$ cat config.mk
export PLATFORM = sky130hd
export DESIGN_NAME = freelist_return_ctrl
export DESIGN_NICKNAME = d
export VERILOG_FILES = /design/src/rtl/freelist_return_ctrl_pkg.sv /design/src/rtl/fl_return_fifo.sv /design/src/rtl/freelist_return_ctrl.sv
export SDC_FILE = /design/constraint.sdc
export NUM_CORES = 1
export LEC_CHECK = 0
export ABC_AREA = 1
export BUFFER_PORTS_ARGS = -buffer_cell sky130_fd_sc_hd__buf_2
export CAP_MARGIN = 15
export CORE_MARGIN = 2
export CORE_UTILIZATION = 55
export DETAILED_ROUTE_END_ITERATION = 8
export PLACE_DENSITY = 0.72
export SETUP_SLACK_MARGIN = 0.5
export SYNTH_ARGS = -nofsm -noshare
export SYNTH_HDL_FRONTEND = slang
export SYNTH_SLANG_ARGS = --single-unit
$ cat constraint.sdc
create_clock -name clock -period 7.4 [get_ports clock]
set_input_delay 0.37 -clock clock [delete_from_list [all_inputs] [get_ports clock]]
set_output_delay 0.37 -clock clock [all_outputs]
set_load 0.1 [all_outputs]
$ cat src/rtl/freelist_return_ctrl_pkg.sv
`default_nettype none
// ============================================================================
// Module  : freelist_return_ctrl_pkg
// Brief   : Shared tag width, lane count default, FSM state enum and helpers
//           for the freelist return path.
// Revision: 1.0 - initial release
// ============================================================================
`ifndef N
`define N 2
`endif

package freelist_return_ctrl_pkg;

   localparam int PHYS_TAG = 7;

   typedef enum logic [1:0] {
      NORMAL = 2'd0,
      WALK   = 2'd1,
      DRAIN  = 2'd2
   } FL_RET_STATE;

   function automatic logic [31:0] sat_add32(input logic [31:0] a, input int b);
      logic [32:0] s;
      s = {1'b0, a} + 33'(b);
      return s[32] ? 32'hFFFF_FFFF : s[31:0];
   endfunction

endpackage

`default_nettype wire

$ cat src/rtl/fl_return_fifo.sv
`default_nettype none
// ============================================================================
// Module  : fl_return_fifo
// Brief   : DEPTH-entry circular FIFO, up to N pushes and N pops per cycle,
//           with the N oldest entries always visible on peek_data.
// Revision: 1.0 - initial release
// ============================================================================
module fl_return_fifo #(
   parameter int N     = 2,
   parameter int DEPTH = 8,
   parameter int W     = 7,
   parameter int LW    = $clog2(N + 1),
   parameter int CW    = $clog2(DEPTH + 1)
) (
   input  logic                 clock,
   input  logic                 reset,
   input  logic [LW-1:0]        push_cnt,
   input  logic [N-1:0][W-1:0]  push_data,
   input  logic [LW-1:0]        pop_cnt,
   output logic [N-1:0][W-1:0]  peek_data,
   output logic [CW-1:0]        count
);

   localparam int PW = $clog2(DEPTH);

   logic [W-1:0]  mem [DEPTH];
   logic [PW-1:0] rd_ptr;
   logic [PW-1:0] wr_ptr;

   // Offsets never exceed N <= DEPTH/2, so one conditional subtract is a full modulo.
   function automatic logic [PW-1:0] wrap(input logic [PW-1:0] p, input int k);
      int s;
      s = int'(p) + k;
      if (s >= DEPTH) s = s - DEPTH;
      return PW'(s);
   endfunction

   always_comb begin
      peek_data = '0;
      for (int j = 0; j < N; j++) peek_data[j] = mem[wrap(rd_ptr, j)];
   end

   always_ff @(posedge clock) begin
      for (int i = 0; i < N; i++) begin
         if (i < int'(push_cnt)) mem[wrap(wr_ptr, i)] <= push_data[i];
      end
   end

   always_ff @(posedge clock) begin
      if (reset) begin
         rd_ptr <= '0;
         wr_ptr <= '0;
         count  <= '0;
      end else begin
         wr_ptr <= wrap(wr_ptr, int'(push_cnt));
         rd_ptr <= wrap(rd_ptr, int'(pop_cnt));
         count  <= CW'(int'(count) + int'(push_cnt) - int'(pop_cnt));
      end
   end

endmodule

`default_nettype wire

$ cat src/rtl/freelist_return_ctrl.sv
`default_nettype none
// ============================================================================
// Module  : freelist_return_ctrl
// Brief   : Merges retire and squash tag returns into the freelist lanes with
//           an overflow FIFO; FREELIST_RETURN_STATS_EN adds stat counters.
// Revision: 1.0 - initial release
// ============================================================================
module freelist_return_ctrl
   import freelist_return_ctrl_pkg::*;
#(
   parameter int N     = `N,
   parameter int DEPTH = 16
) (
   input  logic                        clock,
   input  logic                        reset,
   input  logic [N-1:0]                retire_valid,
   input  logic [N-1:0][PHYS_TAG-1:0]  retire_tag,
   input  logic                        recover_start,
   input  logic                        recover_done,
   input  logic [N-1:0]                squash_valid,
   input  logic [N-1:0][PHYS_TAG-1:0]  squash_tag,
   output logic                        squash_ready,
   output logic                        recover_busy,
   output logic [N-1:0]                fl_retire_en,
   output logic [N-1:0][PHYS_TAG-1:0]  fl_retire_reg
`ifdef FREELIST_RETURN_STATS_EN
   ,
   output logic [31:0]                 stat_retire_cnt,
   output logic [31:0]                 stat_squash_cnt,
   output logic [31:0]                 stat_stall_cycles
`endif
);

   localparam int LW = $clog2(N + 1);
   localparam int CW = $clog2(DEPTH + 1);
   localparam int IW = (N > 1) ? $clog2(N) : 1;

   FL_RET_STATE                 state, state_next;
   logic [CW-1:0]               fifo_count, count_next;
   logic [LW-1:0]               push_cnt, pop_cnt;
   logic [N-1:0][PHYS_TAG-1:0]  push_data, peek_data;
   logic [N-1:0]                sel_en;
   logic [N-1:0][PHYS_TAG-1:0]  sel_reg;
   logic [N-1:0]                squash_acc;
   logic                        ready_next;
`ifdef FREELIST_RETURN_STATS_EN
   int                          retire_fwd, squash_fwd;
`endif

   fl_return_fifo #(
      .N     (N),
      .DEPTH (DEPTH),
      .W     (PHYS_TAG),
      .LW    (LW),
      .CW    (CW)
   ) u_fifo (
      .clock     (clock),
      .reset     (reset),
      .push_cnt  (push_cnt),
      .push_data (push_data),
      .pop_cnt   (pop_cnt),
      .peek_data (peek_data),
      .count     (fifo_count)
   );

   assign squash_acc = squash_valid & {N{squash_ready && (state == WALK)}};

   // Slots are filled retire -> FIFO -> squash; squash only reaches a slot once the FIFO is exhausted.
   always_comb begin
      int slot, popc, pushc, nfifo;
      sel_en    = '0;
      sel_reg   = '0;
      push_data = '0;
      slot      = 0;
      popc      = 0;
      pushc     = 0;
      nfifo     = int'(fifo_count);
`ifdef FREELIST_RETURN_STATS_EN
      retire_fwd = 0;
      squash_fwd = 0;
`endif
      for (int i = 0; i < N; i++) begin
         if (retire_valid[i] && (retire_tag[i] != '0)) begin
            sel_en[IW'(slot)]  = 1'b1;
            sel_reg[IW'(slot)] = retire_tag[i];
            slot = slot + 1;
`ifdef FREELIST_RETURN_STATS_EN
            retire_fwd = retire_fwd + 1;
`endif
         end
      end
      for (int j = 0; j < N; j++) begin
         if ((j < nfifo) && (slot < N)) begin
            sel_en[IW'(slot)]  = 1'b1;
            sel_reg[IW'(slot)] = peek_data[j];
            slot = slot + 1;
            popc = popc + 1;
         end
      end
      for (int i = 0; i < N; i++) begin
         if (squash_acc[i] && (squash_tag[i] != '0)) begin
            if (slot < N) begin
               sel_en[IW'(slot)]  = 1'b1;
               sel_reg[IW'(slot)] = squash_tag[i];
               slot = slot + 1;
            end else begin
               push_data[IW'(pushc)] = squash_tag[i];
               pushc = pushc + 1;
            end
         end
      end
`ifdef FREELIST_RETURN_STATS_EN
      squash_fwd = slot - retire_fwd;
`endif
      pop_cnt    = LW'(popc);
      push_cnt   = LW'(pushc);
      count_next = CW'(nfifo + pushc - popc);
   end

   always_comb begin
      state_next = state;
      case (state)
         NORMAL: if (recover_start) state_next = WALK;
         WALK:   if (recover_done)  state_next = (count_next == '0) ? NORMAL : DRAIN;
         DRAIN:  if (fifo_count == '0) state_next = NORMAL;
         default: state_next = NORMAL;
      endcase
      ready_next = (state_next == WALK) && ((DEPTH - int'(count_next)) >= N);
   end

   always_ff @(posedge clock) begin
      if (reset) begin
         state         <= NORMAL;
         squash_ready  <= 1'b0;
         recover_busy  <= 1'b0;
         fl_retire_en  <= '0;
         fl_retire_reg <= '0;
      end else begin
         state         <= state_next;
         squash_ready  <= ready_next;
         recover_busy  <= (state_next != NORMAL);
         fl_retire_en  <= sel_en;
         fl_retire_reg <= sel_reg;
      end
   end

`ifdef FREELIST_RETURN_STATS_EN
   always_ff @(posedge clock) begin
      if (reset) begin
         stat_retire_cnt   <= '0;
         stat_squash_cnt   <= '0;
         stat_stall_cycles <= '0;
      end else begin
         stat_retire_cnt   <= sat_add32(stat_retire_cnt, retire_fwd);
         stat_squash_cnt   <= sat_add32(stat_squash_cnt, squash_fwd);
         stat_stall_cycles <= sat_add32(stat_stall_cycles,
                                        ((state == WALK) && !squash_ready) ? 1 : 0);
      end
   end
`endif

endmodule

`default_nettype wire

==> results.json <==
{
  "drv_slew": 0,
  "setup_viol": 0,
  "hold_viol": 0,
  "synth-seq-area-share": 0.438,
  "dp.final_hpwl_um": 16800,
  "dieArea_um2": 17100,
  "clockBufferDepth": 2,
  "ys_seq_elements": 137,
  "post_cts_buffers": 0,
  "setup.worst_path.end": "squash_ready$_SDFF_PP0_",
  "cpPeakStageDelay_ns": 0.56,
  "wl_met2_um": 10600,
  "nFillCells": 1448,
  "dr.pass1.iters": 5,
  "worstRegToRegCells": 24,
  "drt_iter0_markers": 1009,
  "synthFlopType": "edfxtp_1",
  "cts_buffers": 17,
  "clk_latency_ns": 0.43,
  "syn-mean-instance-area_um2": 7.48,
  "io_buffer_count": 45,
  "vias": 7872,
  "cp-startpoint": "retire_tag[13]",
  "holdCritStartpoint": "recover_done",
  "cts.sinks": 137,
  "grt_max_degree": 96,
  "antenna_found_initial": 0,
  "fin_crit_ns": 5.56,
  "cts-root-buf": "clkbuf_16",
  "max_slew.worst_pin.slew_ns": 1.17,
  "fmax_mhz": 180,
  "htreeDepth": 4,
  "ctsHoldBuffers": 0,
  "r2r_start": "u_fifo.count[3]$_SDFF_PP0_",
  "leakage_nw": 4.61,
  "pin_count": 54,
  "skew_ns": 0.0103,
  "total_power_mw": 3.40,
  "cts_resized": 0,
  "wirelength_um": 24300,
  "regArea_um2": 3870,
  "fin_tns_setup_ns": 0,
  "max_slew_margin": 0.216,
  "synth_cells": 1178,
  "worstPathBufferInverterCount": 9,
  "m1WireLength_um": 10500,
  "routed.top_layer": "met4",
  "worstSetupPathType": "input port to flip-flop",
  "grt.total_usage": 0.293,
  "startpoint_type": "input port",
  "route.detailed.drc": 0,
  "rr_endpoint": "squash_ready$_SDFF_PP0_",
  "synth-async-reset-ratio": 0,
  "gp_congestion": 0.931,
  "reg2reg_slack_ns": 2.19,
  "viasPerCell": 5.53,
  "synthToLayoutAreaGrowth_pct": 9.91,
  "crit_path_frequent_cell": "inv_1",
  "hold_path.class": "input port to flip-flop",
  "finalCritPeriodShare": 0.752,
  "met3_wirelength_um": 2270,
  "nNetsFinal": 1256,
  "grt_pass1_vias": 6860,
  "grt_pass1_wl_um": 37200,
  "ys_warn_count": 0,
  "synth_cell_types": 37,
  "clkTransAtPathRegs_ns": 0.06,
  "largest_reg_flops": 112,
  "maxCapViolCount": 0,
  "critPathArrivalTime_ns": 5.88,
  "multiInputGateArea_um2": 3980,
  "status": "completed",
  "core_area_um2": 15800,
  "rsz0062_at_grt": "no",
  "post-route-util": 0.614,
  "critPathCaptureType": "flip-flop",
  "cts_tree": "built",
  "path_depth": 27,
  "cp_max_fo": 19,
  "die_w_um": 131,
  "cp_slowest_cell": "fa_1",
  "powerDensity_nw_per_um2": 351,
  "cp.required_ns": 7.71,
  "antennaDiodeCount": 0,
  "peakVddDrop_mv": 0.255,
  "rows": 46,
  "initial_utilization": 0.559,
  "synth_edf_count": 112,
  "netlist_area_um2": 8810,
  "drive_gt1_frac": 0.0927,
  "wl_per_cell_um": 17.1,
  "holdWs_ns": 0.270,
  "ant_nets": 0,
  "overflow": 0,
  "worst_path_dominant_cell_family": "adder cells",
  "die_h_um": 131
}
-- Yosys cell counts (8+ instances only) --
cell type	count	share of area
nand4_1	16	0.011
buf_6	8	0.010
dfxtp_1	25	0.057
edfxtp_1	112	0.38
inv_1	170	0.072
nor2_2	8	0.0057
clkbuf_1	35	0.015
nor2_1	156	0.066
nand2_1	258	0.11
o21ai_0	67	0.038
a21oi_1	52	0.030
o211ai_1	19	0.016
ha_1	20	0.028
buf_4	10	0.0085
nand3_1	154	0.087
-- metrics by stage --
| stage | worst slack [ns] | instance area (µm²) | cells |
|---|---|---|---|
| finish | 1.84 | 9690 | 1424 |
| global route | 1.39 | 9690 | 1424 |
| floorplan | 1.95 | 8840 | 1185 |
| detailed placement | 1.43 | 9070 | 1392 |
| global placement | 1.65 | 9070 | 1392 |
| CTS | 1.87 | 9690 | 1424 |
-- placed cells by master, fill, tap and decap left out, types with 21 or more instances in the layout --
master	instances
inv_1	170
edfxtp_1	112
a21oi_1	52
nand2_1	258
o21ai_0	67
clkbuf_16	21
nand3_1	154
nor2_1	156
buf_2	45
dfxtp_1	24
-- power breakdown --
| group | internal, mW | switching, mW |
|---|---|---|
| registers | 0.871 | 0.0649 |
| clock network | 0.520 | 0.354 |
| logic | 0.478 | 1.11 |
-- kinds of logic (layout without fill, tap and decap cells) --
family / Yosys count / after routing / synth area share
simple gates: 613 / 613 / 0.299
buf+inv: 237 / 260 / 0.113
compound gates: 157 / 157 / 0.102
flops: 137 / 137 / 0.438
fa+ha+maj: 25 / 25 / 0.0398
xor+xnor: 8 / 8 / 0.00795
other cells: 1 / 8 / 0.000426
-- worst min-delay path, stage by stage --
cell	delay, ns
buf_2	0.09
o31ai_1	0.07
nand2_1	0.07
inv_1	0.05
-- area by class of cell --
| type | instances | share of cell area |
|---|---|---|
| Timing Repair Buffer | 55 | 0.0310 |
| Clock inverter | 10 | 0.00904 |
| Clock buffer | 22 | 0.0546 |
| Inverter | 173 | 0.0670 |
| Tap cell | 216 | 0.0279 |
| Multi-Input combinational cell | 811 | 0.411 |
| Sequential cell | 137 | 0.399 |
-- per-layer routing --
metal	up-vias	track usage
met1	3538	0.415
met2	403	0.434
met4	0	0.123
li1	3868	-
met5	-	0
met3	63	0.0688
-- worst min path at each step --
| stage | to | slack, ns | cells past startpoint |
|---|---|---|---|
| 2_1_floorplan | u_fifo.count[2]$_SDFF_PP0_ | 0.44 | 1 |
| 3_3_place_gp | u_fifo.wr_ptr[3]$_SDFF_PP0_ | 0.50 | 1 |
| 3_5_place_dp | u_fifo.wr_ptr[3]$_SDFF_PP0_ | 0.51 | 1 |
| 4_1_cts | state[0]$_SDFF_PP0_ | 0.26 | 4 |
| 5_1_grt | u_fifo.wr_ptr[0]$_SDFF_PP0_ | 0.31 | 2 |
| 6_report | state[0]$_SDFF_PP0_ | 0.27 | 4 |
Note: power is estimated with default switching activity, not from simulation.
